`config.mk`:
```
export PLATFORM = sky130hd
export DESIGN_NAME = div_sequencer_flat
export DESIGN_NICKNAME = d
export VERILOG_FILES = /design/src/rtl/div_sequencer_if.sv /design/src/rtl/div_sequencer.sv /design/src/flat_wrapper.sv
export SDC_FILE = /design/constraint.sdc
export NUM_CORES = 1
export LEC_CHECK = 0
export ABC_AREA = 1
export BUFFER_PORTS_ARGS = -buffer_cell sky130_fd_sc_hd__buf_2
export CORE_MARGIN = 1.5
export CORE_UTILIZATION = 45
export CTS_CLUSTER_SIZE = 8
export DETAILED_ROUTE_END_ITERATION = 10
export GPL_ROUTABILITY_DRIVEN = 1
export PLACE_DENSITY = 0.67
export REMOVE_ABC_BUFFERS = 1
export SYNTH_ARGS = -nofsm -noshare
export SYNTH_HDL_FRONTEND = slang
export SYNTH_SLANG_ARGS = --single-unit
```
`constraint.sdc`:
```
create_clock -name clk -period 4 [get_ports clk]
set_input_delay 0.6 -clock clk [delete_from_list [all_inputs] [get_ports clk]]
set_output_delay 0.6 -clock clk [all_outputs]
set_load 0.01 [all_outputs]
```
`src/rtl/div_sequencer_if.sv`:
```
// Handshake and result bundle between the E-stage issue logic and the
// iterative divider.
interface div_sequencer_if #(
  parameter int unsigned WIDTH = 32
);
  logic             start;
  logic             signed_div;
  logic [WIDTH-1:0] opa;
  logic [WIDTH-1:0] opb;
  logic             cancel;
  logic             stall_div;
  logic             result_valid;
  logic [WIDTH-1:0] quotient;
  logic [WIDTH-1:0] remainder;
  logic             busy;

  modport master (
    output start, signed_div, opa, opb, cancel,
    input  stall_div, result_valid, quotient, remainder, busy
  );

  modport slave (
    input  start, signed_div, opa, opb, cancel,
    output stall_div, result_valid, quotient, remainder, busy
  );
endinterface

```
`src/rtl/div_sequencer.sv`:
```
// Iterative radix-2 restoring divider for DIV/DIVU: one quotient bit per cycle,
// with a divide-by-zero shortcut and a sign fix-up on the last step.
module div_sequencer #(
  parameter int unsigned WIDTH = 32
) (
  input  logic           clk,
  input  logic           resetn,
  div_sequencer_if.slave bus
);
  localparam int unsigned CW = $clog2(WIDTH);

  typedef enum logic [1:0] {IDLE, ZERO, ON, DONE} stateT;

  stateT            state;
  logic [CW-1:0]    count;
  logic [WIDTH-1:0] quo;
  logic [WIDTH-1:0] partRem;
  logic [WIDTH-1:0] divisor;
  logic             isSigned;
  logic             signA;
  logic             signB;
  logic             resultValid;
  logic [WIDTH-1:0] quotientR;
  logic [WIDTH-1:0] remainderR;

  logic [WIDTH-1:0] absA;
  logic [WIDTH-1:0] absB;
  logic [WIDTH:0]   shifted;
  logic             qBit;
  logic [WIDTH-1:0] nextQuo;
  logic [WIDTH-1:0] nextRem;
  logic             negQ;
  logic             negR;

  always_comb begin
    absA    = (bus.signed_div && bus.opa[WIDTH-1]) ? -bus.opa : bus.opa;
    absB    = (bus.signed_div && bus.opb[WIDTH-1]) ? -bus.opb : bus.opb;
    // quo doubles as the dividend shift register: its MSB feeds the partial remainder
    shifted = {partRem, quo[WIDTH-1]};
    qBit    = (shifted >= {1'b0, divisor});
    nextRem = qBit ? (shifted[WIDTH-1:0] - divisor) : shifted[WIDTH-1:0];
    nextQuo = {quo[WIDTH-2:0], qBit};
    negQ    = isSigned & (signA ^ signB);
    negR    = isSigned & signA;
  end

  always_ff @(posedge clk or negedge resetn) begin
    if (!resetn) begin
      state       <= IDLE;
      count       <= '0;
      quo         <= '0;
      partRem     <= '0;
      divisor     <= '0;
      isSigned    <= 1'b0;
      signA       <= 1'b0;
      signB       <= 1'b0;
      resultValid <= 1'b0;
      quotientR   <= '0;
      remainderR  <= '0;
    end else begin
      resultValid <= 1'b0;
      if (bus.cancel) begin
        state <= IDLE;
      end else begin
        case (state)
          IDLE: begin
            if (bus.start) begin
              count   <= '0;
              partRem <= '0;
              if (bus.opb == '0) begin
                // raw dividend parked in quo so ZERO can return it unchanged
                quo   <= bus.opa;
                state <= ZERO;
              end else begin
                quo      <= absA;
                divisor  <= absB;
                isSigned <= bus.signed_div;
                signA    <= bus.signed_div & bus.opa[WIDTH-1];
                signB    <= bus.signed_div & bus.opb[WIDTH-1];
                state    <= ON;
              end
            end
          end
          ZERO: begin
            quotientR   <= '0;
            remainderR  <= quo;
            resultValid <= 1'b1;
            state       <= DONE;
          end
          ON: begin
            quo     <= nextQuo;
            partRem <= nextRem;
            count   <= count + CW'(1);
            if (count == CW'(WIDTH - 1)) begin
              quotientR   <= negQ ? -nextQuo : nextQuo;
              remainderR  <= negR ? -nextRem : nextRem;
              resultValid <= 1'b1;
              state       <= DONE;
            end
          end
          DONE:    state <= IDLE;
          default: state <= IDLE;
        endcase
      end
    end
  end

  assign bus.result_valid = resultValid;
  assign bus.quotient     = quotientR;
  assign bus.remainder    = remainderR;
  assign bus.busy         = (state != IDLE);
  assign bus.stall_div    = bus.start & ~bus.cancel & (state != DONE);
endmodule
```
`src/flat_wrapper.sv`:
```
// flat-port wrapper written by rule: the top's interface ports become plain ports
module div_sequencer_flat 
#(
  parameter int unsigned WIDTH = 32
)
  (clk, resetn, bus_start, bus_signed_div, bus_opa, bus_opb, bus_cancel, bus_stall_div, bus_result_valid, bus_quotient, bus_remainder, bus_busy);
  div_sequencer_if #(.WIDTH(WIDTH)) bus_i ();
  input  logic clk;
  input  logic resetn;
  input wire logic [$bits(bus_i.start)-1:0] bus_start;
  input wire logic [$bits(bus_i.signed_div)-1:0] bus_signed_div;
  input wire logic [$bits(bus_i.opa)-1:0] bus_opa;
  input wire logic [$bits(bus_i.opb)-1:0] bus_opb;
  input wire logic [$bits(bus_i.cancel)-1:0] bus_cancel;
  output wire logic [$bits(bus_i.stall_div)-1:0] bus_stall_div;
  output wire logic [$bits(bus_i.result_valid)-1:0] bus_result_valid;
  output wire logic [$bits(bus_i.quotient)-1:0] bus_quotient;
  output wire logic [$bits(bus_i.remainder)-1:0] bus_remainder;
  output wire logic [$bits(bus_i.busy)-1:0] bus_busy;
  assign bus_i.start = bus_start;
  assign bus_i.signed_div = bus_signed_div;
  assign bus_i.opa = bus_opa;
  assign bus_i.opb = bus_opb;
  assign bus_i.cancel = bus_cancel;
  assign bus_stall_div = bus_i.stall_div;
  assign bus_result_valid = bus_i.result_valid;
  assign bus_quotient = bus_i.quotient;
  assign bus_remainder = bus_i.remainder;
  assign bus_busy = bus_i.busy;
  div_sequencer #(.WIDTH(WIDTH)) u_core (.clk(clk), .resetn(resetn), .bus(bus_i));
endmodule
```
==> results of run 1 <==
-- final timing paths --
| kind | from | cells after the start | end |
|---|---|---|---|
| setup / recovery | u_core.divisor[23] | 27 | u_core.bus.quotient[30] |
| hold / removal | resetn | 1 | u_core.divisor[9] |
| setup reg to reg | u_core.divisor[23] | 27 | u_core.bus.quotient[30] |
| hold reg to reg | u_core.bus.remainder[29] | 2 | u_core.bus.remainder[29] |
| max in group asynchronous | resetn | 2 | u_core.quo[4] |
| min in group clk | bus_opb[28] | 3 | u_core.divisor[28] |
-- kinds of logic (layout without fill, tap and decap cells) --
logic type | count (synthesis) | count (layout) | synth area share, %
buffers and inverters | 347 | 480 | 10.1
other | 0 | 1 | 0
multiplexers | 2 | 2 | 0.157
AO/OA/AOI/OAI | 304 | 304 | 12.4
AND/OR/NAND/NOR | 1151 | 1151 | 37.0
XOR/XNOR | 72 | 72 | 4.67
adder cells (fa/ha/maj) | 43 | 43 | 4.04
flip-flops | 171 | 171 | 31.7
-- registers in the layout, indices dropped and copies added, names as in the netlist --
signal and count:
u_core.bus.quotient 32, u_core.quo 32, u_core.partRem 32, u_core.signA 1, u_core.state 2, u_core.isSigned 1, u_core.divisor 32, u_core.bus.remainder 32
u_core.bus.result_valid 1, u_core.count 5, u_core.signB 1
-- placed cells by master, fill, tap and decap left out, types with 21 or more instances in the layout --
cell     synthesis  final
xor2_1          58     58
buf_4            2     31
ha_1            42     37
o21ai_1         20     21
nand4_1         21     21
nor3_1          30     29
nand2_1        669    666
nand2_2         30     32
inv_1          263    263
o21ai_0        145    144
dfrtp_1        171    171
buf_2            4    134
a21oi_1         91     90
nand3_1        150    149
nor2_1         182    181
-- stage by stage --
stage	utilization [%]	cell area (um^2)
5_1_grt	51.7	15300
4_1_cts	51.5	15200
6_report	51.7	15300
2_1_floorplan	-	13200
3_5_place_dp	49.5	14600
3_3_place_gp	49.5	14600
-- synth_stat cells, types with 2 or more instances --
cell	count
o211ai_1	7
o22ai_1	5
nor2_1	182
nand2_1	669
ha_1	42
nand3_2	3
nor3_2	5
and2_1	8
o21ai_0	145
o31ai_1	2
xnor2_1	14
nand3_4	2
nand2_2	30
inv_1	263
buf_6	6
clkinv_1	3
xor2_1	58
clkbuf_1	48
dfrtp_1	171
nand3_1	150
inv_2	15
nor3b_1	2
a32o_1	3
buf_4	2
buf_2	4
nand2_4	4
o21ai_1	20
nand4_1	21
nand3b_1	6
a21oi_1	91
o221ai_1	20
nor2_2	15
nor4_1	9
buf_1	6
a31oi_1	6
nor2_4	9
nor3_1	30
-- worst max-delay path, stage by stage, from the launching register on --
cell	delay [ns]
dfrtp_1	0.35
inv_1	0.04
ha_1	0.36
nand2_1	0.16
inv_2	0.05
a21oi_2	0.18
nand2_1	0.12
nand2_2	0.09
nand3_4	0.09
nor2_8	0.11
nand2_4	0.08
inv_2	0.07
ha_1	0.18
nand3_1	0.12
nor2_1	0.13
inv_1	0.08
nor3_2	0.16
nand3_2	0.14
nor2_4	0.15
buf_4	0.15
nand2_1	0.07
nand2_1	0.11
o21ai_0	0.13
inv_1	0.14
o21ai_0	0.12
nand2_1	0.10
nand2_1	0.05
o21ai_0	0.15
-- area by class of cell --
| cell class | instances | area, um^2 | area share, % |
|---|---|---|---|
| Clock buffer | 20 | 457 | 2.99 |
| Timing Repair Buffer | 167 | 935 | 6.11 |
| Antenna cell | 1 | 2.50 | 0.0164 |
| Inverter | 281 | 1050 | 6.90 |
| Multi-Input combinational cell | 1572 | 7950 | 52.0 |
| Sequential cell | 171 | 4280 | 28.0 |
| Clock inverter | 12 | 128 | 0.835 |
| Tap cell | 390 | 488 | 3.19 |
-- routing by layer --
layer  up-vias  global-route usage, %  share of wire, %
met5         -                      0                 0
met4         0                   8.90               2.2
li1       6921                      -                 -
met3        66                   4.22               7.4
met1      6608                   43.5                46
met2       547                   47.2                45
-- repair_timing --
item | CTS | global route
gates resized for setup | 0 | 13
buffers inserted | 0 | 1
endpoints found under the setup margin | 0 | 4
==> results by group, run 1 <==
STA
  – Setup_tns: 0 ns
  – Part of the cycle the worst path needs: 93.6%
  – Hold Fails Final Rpt: 0
  – Final Max Tran Viols: 0
  – PnR worst setup slack: 0.254 ns
  – Final worst path period need: 3.75 ns
  – Clk_skew: 0.0159 ns
  – Relative slew slack: 32.6%
  – Worst Max-Slew Pin Slew: 1.01 ns
  – # setup viols final: 0
  – Hold_ws: 0.149 ns
  – Fmax: 0.267 GHz

Global route
  – Total grt overflow: 0
  – Largest net degree at the start of global routing: 77
  – Global-route wire length before repair: 72300 um
  – Vias in the first global route: 12914
  – Initial antenna violation count: 1
  – All-Layer GR Usage: 30.3%

Die
  – Die width: 176 um
  – Vert. Die Dim: 176 um
  – Ports: 136
  – Core ar.: 0.0296 mm^2
  – # rows: 63
  – Initial Utilization: 45.7%
  – Die footprint: 0.0311 mm^2

Synthesis
  – Seq/Total Area, Yosys: 31.7%
  – FF+latch count, synth: 171
  – Cell taking the most area after synthesis: dfrtp_1
  – Top_reg_cell synth: dfrtp_1
  – Syn. warnings: 0
  – Post-synthesis cell type count: 51
  – Syn_area_per_cell: 6.46 um^2
  – Cells after Synth: 2090
  – Synth async-reset ratio: 100%
  – EDFF count, synth: 0
  – Synth top area share: 31.7%
  – Synthesized area: 0.0135 mm^2
  – Ranking of synthesized cells by area: dfrtp_1 32%, nand2_1 19%, inv_1 7.3%, nand3_1 5.6%, o21ai_0 5.4%

Setup path
  – Crit-path max FO: 5
  – Crit path required time: 4.38 ns
  – Element type at the critical path end: flop
  – CP arrival: 4.12 ns
  – Reg-to-reg slack, setup: 0.25 ns
  – Crit start category: flop
  – WS Path Type: reg -> reg

Finish
  – Final #Nets: 2322
  – Post-Layout Cell Count: 2614
  – Area Growth Syn to Fin: 13.2%
  – Share of cells above drive strength 1: 13.5%
  – Filler cells: 3067

Clock tree
  – Root Driver: clkbuf_16
  – Worst-path clk slew: 0.07 ns
  – TritonCTS buffer count: 17
  – Clk buf depth: 2
  – H-tree depth: 4
  – Post-CTS Hold Buffers: 0
  – CTS Sinks: 171
  – CTS tree: done
  – Clock Latency Late Sink: 0.45 ns

Routing
  – Routed len/inst: 17.7 um
  – DRC errors left: 0
  – DR iter-0 viols: 1450
  – First-pass DRT Iterations: 6
  – Via density: 5.41
  – Post-Route WL: 46200 um
  – Vias: 14142
  – Final antenna-violating net count: 0

Worst hold path
  – Worst hold path class: in -> async

Run
  – Max Cap Viol: 0

Placement
  – DP Worst Slack: 0.215 ns
  – Final GP Congestion: 0.996
  – Placed cells: 2580
  – PortBufs: 135
  – HPWL after DPL: 34900 um

Outcome
  – Status: finished clean
Power of run 1 is not shown: default switching activity piles up to over one toggle a cycle in this logic, so the estimate is an artifact.
==> inputs of run 2 (changes only) <==
- ABC_AREA: 1 -> default
- BUFFER_PORTS_ARGS: -buffer_cell sky130_fd_sc_hd__buf_2 -> -buffer_cell sky130_fd_sc_hd__clkbuf_2
==> results by group, run 2 <==
Outcome
  – Status: finished clean

Clock tree
  – Root Driver: clkbuf_16
  – TritonCTS buffer count: 17
  – CTS tree: done
  – H-tree depth: 4
  – Worst-path clk slew: 0.08 ns
  – Post-CTS Hold Buffers: 0
  – Clock Latency Late Sink: 0.44 ns
  – CTS Sinks: 171
  – Clk buf depth: 2

Placement
  – Final GP Congestion: 0.941
  – Placed cells: 2157
  – HPWL after DPL: 30300 um
  – PortBufs: 135

Finish
  – Final #Nets: 1942
  – Filler cells: 2542
  – Multi-input logic area: 0.00815 mm^2
  – FF/Latch Area: 0.00428 mm^2
  – Most common cell after layout, fill and taps aside: buf_4
  – Highest-count cells in the layout ignoring fill and taps: 207 x buf_4, 189 x nand2_1, 171 x dfrtp_1
  – Area Growth Syn to Fin: 28.3%
  – Post-Layout Cell Count: 2216
  – Share of cells above drive strength 1: 27.2%
  – Layout Utilization: 59.2%

Die
  – Core ar.: 0.0272 mm^2
  – Vert. Die Dim: 170 um
  – Ports: 136
  – Initial Utilization: 46.1%
  – Die footprint: 0.0289 mm^2
  – # rows: 60
  – Die width: 170 um

Routing
  – First-pass DRT Iterations: 6
  – Routed len/inst: 18.2 um
  – Final antenna-violating net count: 0
  – DR iter-0 viols: 1125
  – Vias: 12747
  – Post-Route WL: 40300 um
  – Via density: 5.75
  – DRC errors left: 0

Power
  – Tot Pwr: 9.57 mW
  – Max IR drop VDD: 0.000327 V
  – Leakage: 7.21 nW
  – PwrDens: 595 mW/mm^2

STA
  – Setup_tns: 0 ns
  – Final Max Tran Viols: 0
  – Relative slew slack: 42.4%
  – Part of the cycle the worst path needs: 99.4%
  – # setup viols final: 0
  – Final worst path period need: 3.97 ns
  – Worst Max-Slew Pin Slew: 0.861 ns
  – Clk_skew: 0.0162 ns
  – Hold Fails Final Rpt: 0
  – Fmax: 0.252 GHz
  – RSZ-0062 raised after global routing: yes

Global route
  – Vias in the first global route: 12188
  – All-Layer GR Usage: 28.0%
  – Global-route wire length before repair: 63300 um
  – Largest net degree at the start of global routing: 68
  – Initial antenna violation count: 1
  – Total grt overflow: 0

Setup path
  – Worst path cell trace: ha_4 > buf_6 > nand2_4 > o21ai_2 > a31oi_4 > a31oi_4 > a311oi_4 > nand2_2 > inv_4 > mux2i_4 > ha_2 > nand2_2 > a211oi_2 > nand4_1 > a21oi_2 > buf_4 > a31oi_4 > buf_6 > o31ai_2 > xor2_1 > nand2_1 > a21oi_2
  – WS Path Type: reg -> reg
  – FF-to-FF path depth: 22
  – Cell mode on critical path: a31oi_4
  – Crit-path max FO: 3
  – Crit path required time: 4.36 ns
  – CP max-delay cell: dfrtp_1
  – CP arrival: 4.34 ns
  – Reg-to-Reg Start: u_core.partRem[19]
  – Crit start category: flop
  – Worst Path Buf+Inv: 4
  – Critical R2R Capture: u_core.bus.remainder[18]
  – Element type at the critical path end: flop
  – Reg-to-reg slack, setup: 0.03 ns
  – Critical Path Max Stage Delay: 0.42 ns
  – Family with the most delay on the worst path: compound AO/OA/AOI/OAI gates

Synthesis
  – Synth async-reset ratio: 100%
  – Top_reg_cell synth: dfrtp_1
  – Most frequent cell after synthesis: nand2_1
  – Syn_area_per_cell: 8.06 um^2
  – Synth top area share: 34.1%
  – Most instantiated cells after synthesis: 192 x nand2_1, 171 x dfrtp_1, 154 x nor2_1, 146 x a21oi_1, 141 x o21ai_0
  – Seq/Total Area, Yosys: 34.1%
  – Post-synthesis cell type count: 91
  – EDFF count, synth: 0
  – FF+latch count, synth: 171
  – Synthesized area: 0.0125 mm^2
  – Cells after Synth: 1554
  – Syn. warnings: 0
  – Cell taking the most area after synthesis: dfrtp_1
  – Ranking of synthesized cells by area: dfrtp_1 34%, a21oi_1 5.8%, nand2_1 5.8%, o21ai_0 5.6%, xor2_1 5.4%

Worst hold path
  – Worst hold path class: in -> async

Run
  – Max Cap Viol: 0
-- run 2: logic make-up after synthesis --
family / after synthesis / share of synthesized area, %
buf+inv: 152 / 4.99
compound gates: 490 / 24.3
mux: 43 / 3.48
simple gates: 523 / 19.5
xor+xnor: 132 / 9.23
fa+ha+maj: 43 / 4.35
flops: 171 / 34.1
-- run 2: routing by layer --
layer	vias to the layer above	global-route usage (%)	routed length (um)
li1	6074	-	-
met2	458	46.5	19300
met1	6137	36.7	17400
met5	-	0	0
met3	78	3.84	2100
met4	0	11.7	1490
-- run 2: power by group --
part           internal, mW  total [mW]  switching, mW
sequential             2.31        2.84          0.537
clock                 0.852        1.68          0.832
combinational          2.19        5.04           2.85
total                  5.35        9.57           4.22
-- run 2: layout make-up --
cell class / count / area share, %
well taps: 372 / 2.89
clock buffers: 18 / 2.73
flip-flops and latches: 171 / 26.6
inverters: 59 / 1.39
diodes: 1 / 0.0156
multi-input cells: 1231 / 50.7
repair buffers: 350 / 14.7
clock inverters: 14 / 0.926
-- run 2: stage by stage --
stage / cell area, um^2 / setup slack, ns / hold slack [ns]
4_1_cts: 15500 / 0.0127 / 0.180
2_1_floorplan: 12100 / -1.49 / 0.304
3_3_place_gp: 14700 / -0.435 / 0.457
6_report: 16100 / 0.0254 / 0.170
3_5_place_dp: 14700 / -0.482 / 0.471
5_1_grt: 16100 / -0.200 / 0.214
-- run 2: timing repair --
item	in CTS	in global routing
endpoints found under the setup margin	18	22
pin swaps	13	43
setup buffers	8	18
endpoints found under the hold margin	0	0
resized for setup	24	81
-- run 2: worst max path at each step --
stage,from,endpoint,slack [ns],cells past startpoint
finish,u_core.partRem[19],u_core.bus.remainder[18],0.03,22
global route,u_core.divisor[30],u_core.bus.remainder[20],-0.20,22
CTS,u_core.divisor[20],u_core.bus.remainder[14],0.01,22
detailed placement,u_core.partRem[19],u_core.bus.remainder[28],-0.48,19
global placement,u_core.divisor[18],u_core.bus.remainder[28],-0.44,20
floorplan,u_core.partRem[25],u_core.bus.remainder[24],-1.49,19
(Power assumes the default switching activity.)
